### src/rtl/parking_ctrl.sv
// Occupancy controller for a single car park: counts cars in and out and
// flags full / space-available from registered state only.
module parking_ctrl #(
   parameter int MAX_SPACES = 20
) (
   input  logic       clk,
   input  logic       rst,
   input  logic       entry_pulse,
   input  logic       exit_pulse,
   output logic [5:0] count,
   output logic       full,
   output logic       available
);

   localparam logic [5:0] MaxC = 6'(MAX_SPACES);
   localparam logic [5:0] OneC = 6'd1;

   typedef enum logic [1:0] {
      EMPTY   = 2'd0,
      PARTIAL = 2'd1,
      FULL    = 2'd2
   } state_t;

   state_t     state_q, state_d;
   logic [5:0] count_q, count_d;
   logic       entryOnly, exitOnly;

   // Simultaneous entry and exit cancel out, so only lone pulses move the count.
   assign entryOnly = entry_pulse & ~exit_pulse;
   assign exitOnly  = exit_pulse & ~entry_pulse;

   always_ff @(posedge clk or negedge rst) begin
      if (!rst) begin
         state_q <= EMPTY;
         count_q <= 6'd0;
      end else begin
         state_q <= state_d;
         count_q <= count_d;
      end
   end

   // Saturation comes from the state guards: FULL refuses entries, EMPTY ignores exits.
   always_comb begin
      state_d = state_q;
      count_d = count_q;
      unique case (state_q)
         EMPTY: begin
            if (entryOnly) begin
               count_d = count_q + OneC;
               state_d = (MaxC == OneC) ? FULL : PARTIAL;
            end
         end
         PARTIAL: begin
            if (entryOnly) begin
               count_d = count_q + OneC;
               if (count_q + OneC == MaxC) begin
                  state_d = FULL;
               end
            end else if (exitOnly) begin
               count_d = count_q - OneC;
               if (count_q == OneC) begin
                  state_d = EMPTY;
               end
            end
         end
         FULL: begin
            if (exitOnly) begin
               count_d = count_q - OneC;
               state_d = (MaxC == OneC) ? EMPTY : PARTIAL;
            end
         end
         default: begin
            state_d = EMPTY;
            count_d = 6'd0;
         end
      endcase
   end

   assign count     = count_q;
   assign full      = (state_q == FULL);
   assign available = ~full;

endmodule

### config.mk
export PLATFORM = sky130hd
export DESIGN_NAME = parking_ctrl
export DESIGN_NICKNAME = d
export VERILOG_FILES = /design/src/rtl/parking_ctrl.sv
export SDC_FILE = /design/constraint.sdc
export NUM_CORES = 1
export LEC_CHECK = 0
export CORE_ASPECT_RATIO = 1.2
export CORE_MARGIN = 2
export CORE_UTILIZATION = 45
export CTS_BUF_LIST = sky130_fd_sc_hd__clkbuf_16
export DETAILED_ROUTE_END_ITERATION = 8
export GPL_ROUTABILITY_DRIVEN = 0
export PLACE_DENSITY = 0.69
export SYNTH_ARGS = -nofsm -noshare
export SYNTH_HDL_FRONTEND = slang
export SYNTH_SLANG_ARGS = --single-unit
### constraint.sdc
create_clock -name clk -period 2.4 [get_ports clk]
set_clock_uncertainty 0.05 [all_clocks]
set_input_delay 0.36 -clock clk [delete_from_list [all_inputs] [get_ports clk]]
set_output_delay 0.36 -clock clk [all_outputs]
set_load 0.02 [all_outputs]
==> results by group, run 1 <==
STA
  • Worst slew pin tran: 423 ps
  • Worst Slack Setup Final: 377 ps
  • Fin. Hold Viols: 0
  • Min cycle time layout: 2020 ps
  • Max_slew headroom: 71.8%
  • RSZ-0062 raised after global routing: no
  • Max Freq: 494 MHz
  • Final slew viol count: 0
  • Setup Viol. Count Final: 0
  • Fin crit share: 84.3%
  • Setup TNS: 0 ps

Worst setup path
  • Crit path max fanout: 7
  • CP Launch Type: flop
  • Req. time, crit path: 1990 ps
  • Setup CP Type: flop to output pin
  • Nature of the critical path endpoint: output pin
  • Worst EP arrival: 1610 ps

Run
  • Total of max-cap violations: 0

Routing
  • Via density: 5.70
  • Vias: 616
  • Starting DRC count in detailed routing: 12
  • WL final: 1.47 mm
  • Antenna viol nets, final: 0
  • Initial DRT Pass Iterations: 4
  • Drt drc: 0
  • DR WL/cell: 13.6 um

Clock tree
  • Setup Fix Bufs, Post-CTS: 0
  • CTS tree: built
  • CTS H-tree lvls: 1
  • Post-cts sizing count: 0
  • CTS buffer count: 3
  • Num Clock Sinks: 8
  • CTS root buffer: clkbuf_16
  • Longest Clk Path Bufs: 2
  • Clock slew at reported path FFs: 40 ps
  • Skew-Pair Late Insertion Delay: 230 ps
  • Post-CTS Hold Fix Bufs: 0

Logic synthesis
  • Largest area contributor in the netlist: dfrtp_1
  • Ys flop type: dfrtp_1
  • Top cell type's share of synthesized area: 27.4%
  • Synth Warn #: 0
  • Async S/R FF share, synth: 100%
  • Post-synth EDFFs: 0
  • Cells after Synth: 81
  • Avg Cell Area, Syn: 9.01 um2
  • Synth unique cells: 33
  • Register bit total from synthesis: 8
  • Seq/Total Area, Yosys: 27.4%
  • Cells taking the most area after synthesis: dfrtp_1, ha_1, xnor2_1
  • Synthesized area: 729 um2
  • Post-synthesis net count: 90

Place
  • HPWL Detailed: 1.06 mm
  • Pre-CTS WS: 286 ps
  • PortBufs: 11

Power
  • Max rail drop VDD: 0.977 mV
  • Seq pwr share: 30.9%
  • Psw: 0.000394 W
  • Cell internal pwr: 0.000632 W
  • Switch share: 38.4%
  • Logic gate share of total power: 41.4%
  • Leakage: 0.387 nW
  • Clk pwr share: 27.7%
  • Cell area power density: 1120 nW/um2

Global routing
  • Largest net degree at the start of global routing: 14
  • Vias in the first global route: 513
  • Grt total ovfl: 0
  • Initial antenna violation count: 0
  • First-pass GRT wire length: 2.39 mm
  • GRT Overall Usage: 18.7%

Hold path
  • HP Class: input pin to asynchronous set/reset pin

Die
  • Initial core utilization: 49.2%
  • Die Area: 1960 um2
  • FP Rows: 15
  • Die width: 40.8 um
  • Core Region: 1480 um2
  • Die Y: 48.1 um
  • I/O Pins: 12

Final layout
  • Ant. Diodes: 0
  • Layout area overhead: 25.7%
  • Layout cell share with drive strength beyond 1: 14.3%
  • Total Nets Final: 102

Status
  • Status: complete, no violations
## worst paths after layout
path | startpoint | to | slack (ps) | depth (start not counted)
setup / recovery | state_q[0]$_DFFE_PN0P_ | full | 380 | 3
hold / removal | rst | count[2]$_DFFE_PN0P_ | 370 | 1
setup reg to reg | count[0]$_DFFE_PN0P_ | count[5]$_DFFE_PN0P_ | 740 | 4
hold reg to reg | state_q[0]$_DFFE_PN0P_ | state_q[0]$_DFFE_PN0P_ | 590 | 2
max in group asynchronous | rst | count[5]$_DFFE_PN0P_ | 1640 | 1
min in group clk | state_q[0]$_DFFE_PN0P_ | state_q[0]$_DFFE_PN0P_ | 590 | 2
## flip-flops by register name, summed over array words and instances (netlist names)
register,flops
count,6
state_q,2
## through the flow
stage	total power [W]	hold slack [ps]	utilization, %	std cells	cell area [um2]
2_1_floorplan	0.000618	14.4	-	81	729
3_3_place_gp	0.000741	585	56.8	105	842
3_5_place_dp	0.000746	583	56.8	105	842
6_report	0.00103	373	61.9	108	917
4_1_cts	0.00104	396	61.9	108	917
5_1_grt	0.00109	423	61.9	108	917
## cells in the mapped netlist (2+ instances only)
cell      count
clkbuf_1      4
xor2_1        4
o21ai_0       5
a21o_1        4
inv_1         5
nor3b_1       2
o22ai_1       4
dfrtp_1       8
xnor2_1       4
nand3_1       5
nand2_1       4
a21oi_1       4
ha_1          5
nand2b_1      3
nor2_1        2
## routing by layer
metal	GRT usage (%)	up-vias	part of all wire, %
met4	10.0	0	2.2
met5	0	-	0
met3	1.37	2	6.4
li1	-	310	-
met2	27.9	19	45
met1	26.5	285	46
## final cells by class
class	instances	area, um2
flip-flops and latches	8	200
clock buffers	3	75.1
repair buffers	14	133
multi-input cells	61	469
fillers	118	566
well taps	17	21.3
inverters	5	18.8
## cell families after synthesis
group	Yosys count	synth area share, %
AOI/OAI and AO/OA	21	19.4
xor gates and xnor gates	8	9.60
adders and majority gates	5	8.58
buffers and inverters	12	8.23
DFF	8	27.4
muxes	1	1.54
and+or+nand+nor	26	25.2
## power by group through the flow
stage	clock (W)	sequential, W	combinational, W
3_5_place_dp	0	0.000321	0.000425
6_report	0.000285	0.000317	0.000425
4_1_cts	0.000289	0.000320	0.000427
2_1_floorplan	0	0.000300	0.000317
5_1_grt	0.000290	0.000334	0.000466
3_3_place_gp	0	0.000319	0.000422
## worst max-delay path, cell delays in order, from the launching register on
cell             delay [ps]
dfrtp_1                 370
nand2b_1                280
inv_1                   120
clkdlybuf4s50_1         600
## placed cells by master, fill, tap and decap left out, drive strengths merged, types with 5 or more instances in the layout
master,count
clkdlybuf4s50,11
dfrtp,8
ha,5
inv,5
nand3,5
o21ai,5
No activity file was read; power rests on OpenSTA's default activity.
==> inputs of run 2 (changes only) <==
- PLACE_DENSITY: 0.69 -> 0.72
- clock period: 2.4 -> 1.8 ns (I/O delays scaled with it)
==> run 2 against run 1 <==
Worst setup slack got worse by 320 ps. Worst hold slack got worse by 75 ps. Clock power rose by 32%. Count of clock-buffer cells in the layout did not move. Cell count rose by 14%. Largest power group unchanged.
==> results by group, run 2 (synthesis gave the netlist of run 1 again) <==
Final layout
  • Commonest non-fill, non-tap cell in the layout: buf_4 (was clkdlybuf4s50_1)
  • Post-route cell area: 1050 um2 (was 917 um2)
  • Ant. Diodes: 0 (unchanged)
  • Max FFs per register: 6 (unchanged)
  • Total Nets Final: 117 (was 102)
  • Most frequent cells in the layout: buf_4, clkdlybuf4s50_1, dfrtp_1 (was clkdlybuf4s50_1, dfrtp_1)
  • Layout area overhead: 43.6% (was 25.7%)
  • Layout cell share with drive strength beyond 1: 30.2% (was 14.3%)

Worst setup path
  • Worst EP arrival: 1840 ps (was 1610 ps)
  • Critical R2R Launch: count[1]$_DFFE_PN0P_ (was count[0]$_DFFE_PN0P_)
  • Worst Setup SP: count[1]$_DFFE_PN0P_ (was state_q[0]$_DFFE_PN0P_)
  • CP max stage delay: 560 ps (was 600 ps)
  • Setup slack, reg-to-reg: 50 ps (was 740 ps)
  • Req. time, crit path: 1890 ps (was 1990 ps)
  • Worst path cell trace: or4b_4, nor4_4, nor3_2, o32ai_2 (was nand2b_1, inv_1, clkdlybuf4s50_1)
  • Crit path max fanout: 3 (was 7)
  • CP Launch Type: flop (unchanged)
  • Reg2Reg Depth: 4 (unchanged)
  • Levels on crit path: 4 (was 3)
  • Worst Path Buf+Inv: 0 (was 2)
  • Setup CP Type: flop to flop (was flop to output pin)
  • Family with the most delay on the worst path: simple AND/OR/NAND/NOR gates (was buffers and inverters)
  • Reg2reg end: count[5]$_DFFE_PN0P_ (unchanged)
  • Nature of the critical path endpoint: flop (was output pin)
  • Worst path slowest cell: or4b_4 (was clkdlybuf4s50_1)
  • Critical Path Sink: count[5]$_DFFE_PN0P_ (was full)

STA
  • Max Freq: 573 MHz
  • Hold Slack: 298 ps (was 373 ps)
  • Worst Slack Setup Final: 54.1 ps (was 377 ps)
  • Final slew viol count: 0 (unchanged)
  • Worst slew pin tran: 431 ps (was 423 ps)
  • Max_slew headroom: 71.2% (was 71.8%)
  • Fin crit share: 97.0%
  • RSZ-0062 raised after global routing: yes (was no)
  • Fin. Hold Viols: 0 (unchanged)
  • Setup Viol. Count Final: 0 (unchanged)
  • Min cycle time layout: 1750 ps

Status
  • Status: complete, no violations (unchanged)

Clock tree
  • CTS root buffer: clkbuf_16 (unchanged)
  • CTS buffer count: 3 (unchanged)
  • Num Clock Sinks: 8 (unchanged)
  • Skew-Pair Late Insertion Delay: 230 ps (about the same)
  • CTS tree: built (unchanged)
  • Longest Clk Path Bufs: 2 (unchanged)
  • Clock slew at reported path FFs: 40 ps (about the same)
  • Post-CTS Hold Fix Bufs: 0 (unchanged)
  • CTS H-tree lvls: 1 (unchanged)

Power
  • Leakage: 0.494 nW (was 0.387 nW)
  • Cell area power density: 1470 nW/um2 (was 1120 nW/um2)
  • Max rail drop VDD: 0.948 mV (was 0.977 mV)

Global routing
  • Largest net degree at the start of global routing: 13 (was 14)
  • Vias in the first global route: 674 (was 513)
  • First-pass GRT wire length: 2.83 mm (was 2.39 mm)
  • Initial antenna violation count: 0 (unchanged)
  • GRT Overall Usage: 22.5% (was 18.7%)
  • Grt total ovfl: 0 (unchanged)

Die
  • Core Region: 1480 um2 (unchanged)
  • I/O Pins: 12 (unchanged)
  • Initial core utilization: 49.2% (unchanged)
  • Die width: 40.8 um (unchanged)
  • FP Rows: 15 (unchanged)
  • Die Y: 48.1 um (unchanged)
  • Die Area: 1960 um2 (unchanged)

Routing
  • Initial DRT Pass Iterations: 4 (unchanged)
  • WL final: 1.83 mm (was 1.47 mm)
  • Starting DRC count in detailed routing: 7 (was 12)
  • Drt drc: 0 (unchanged)
  • DR WL/cell: 14.9 um (was 13.6 um)
  • Vias: 706 (was 616)
  • Via density: 5.74 (was 5.70)
  • Antenna viol nets, final: 0 (unchanged)

Run
  • Total of max-cap violations: 0 (unchanged)

Place
  • PortBufs: 11 (unchanged)
  • HPWL Detailed: 1.24 mm (was 1.06 mm)
  • DP Area: 910 um2 (was 842 um2)
  • Pre-CTS WS: -214 ps (was 286 ps)

Hold path
  • HP Class: input pin to asynchronous set/reset pin (unchanged)
-- run 2: metal layers --
layer | track usage, % | share of wire [%] | vias to the layer above
met3 | 3.20 | 2.8 | 4
met4 | 14.7 | 2.1 | 0
met5 | 0 | 0 | -
met1 | 24.4 | 43 | 348
met2 | 40.0 | 52 | 15
li1 | - | - | 339
-- run 2: final cells by class --
cell class,count,area (um2)
multi-input cells,61,477
fillers,129,435
repair buffers,29,253
flip-flops and latches,8,203
clock buffers,3,75.1
well taps,17,21.3
inverters,5,18.8
-- run 2: worst min-delay path by stage --
stage	from	endpoint	depth (start not counted)
2_1_floorplan	rst	count[0]$_DFFE_PN0P_	0
3_3_place_gp	rst	count[2]$_DFFE_PN0P_	1
3_5_place_dp	rst	count[0]$_DFFE_PN0P_	1
4_1_cts	rst	count[0]$_DFFE_PN0P_	1
5_1_grt	rst	count[5]$_DFFE_PN0P_	1
6_report	rst	count[5]$_DFFE_PN0P_	1
-- run 2: power by group --
group,switching [W],total (W),leakage (nW),internal [W]
registers,0.0000645,0.000317,0.0898,0.000253
clock network,0.0000890,0.000376,0.0370,0.000287
logic,0.000422,0.000842,0.367,0.000420
total,0.000576,0.00154,0.494,0.000960
-- run 2: metrics by stage --
step | power, W | util (%) | setup TNS [ps] | instances
floorplan | 0.000824 | - | 0 | 81
global placement | 0.00104 | 61.4 | -663 | 114
detailed placement | 0.00106 | 61.4 | -820 | 114
CTS | 0.00145 | 66.4 | 0 | 117
global route | 0.00163 | 70.6 | -14.3 | 123
finish | 0.00154 | 70.6 | 0 | 123
-- run 2: what timing repair did --
action	4_1_cts	5_1_grt
setup buffers	0	6
endpoints found under the setup margin	0	4
resized for setup	0	7
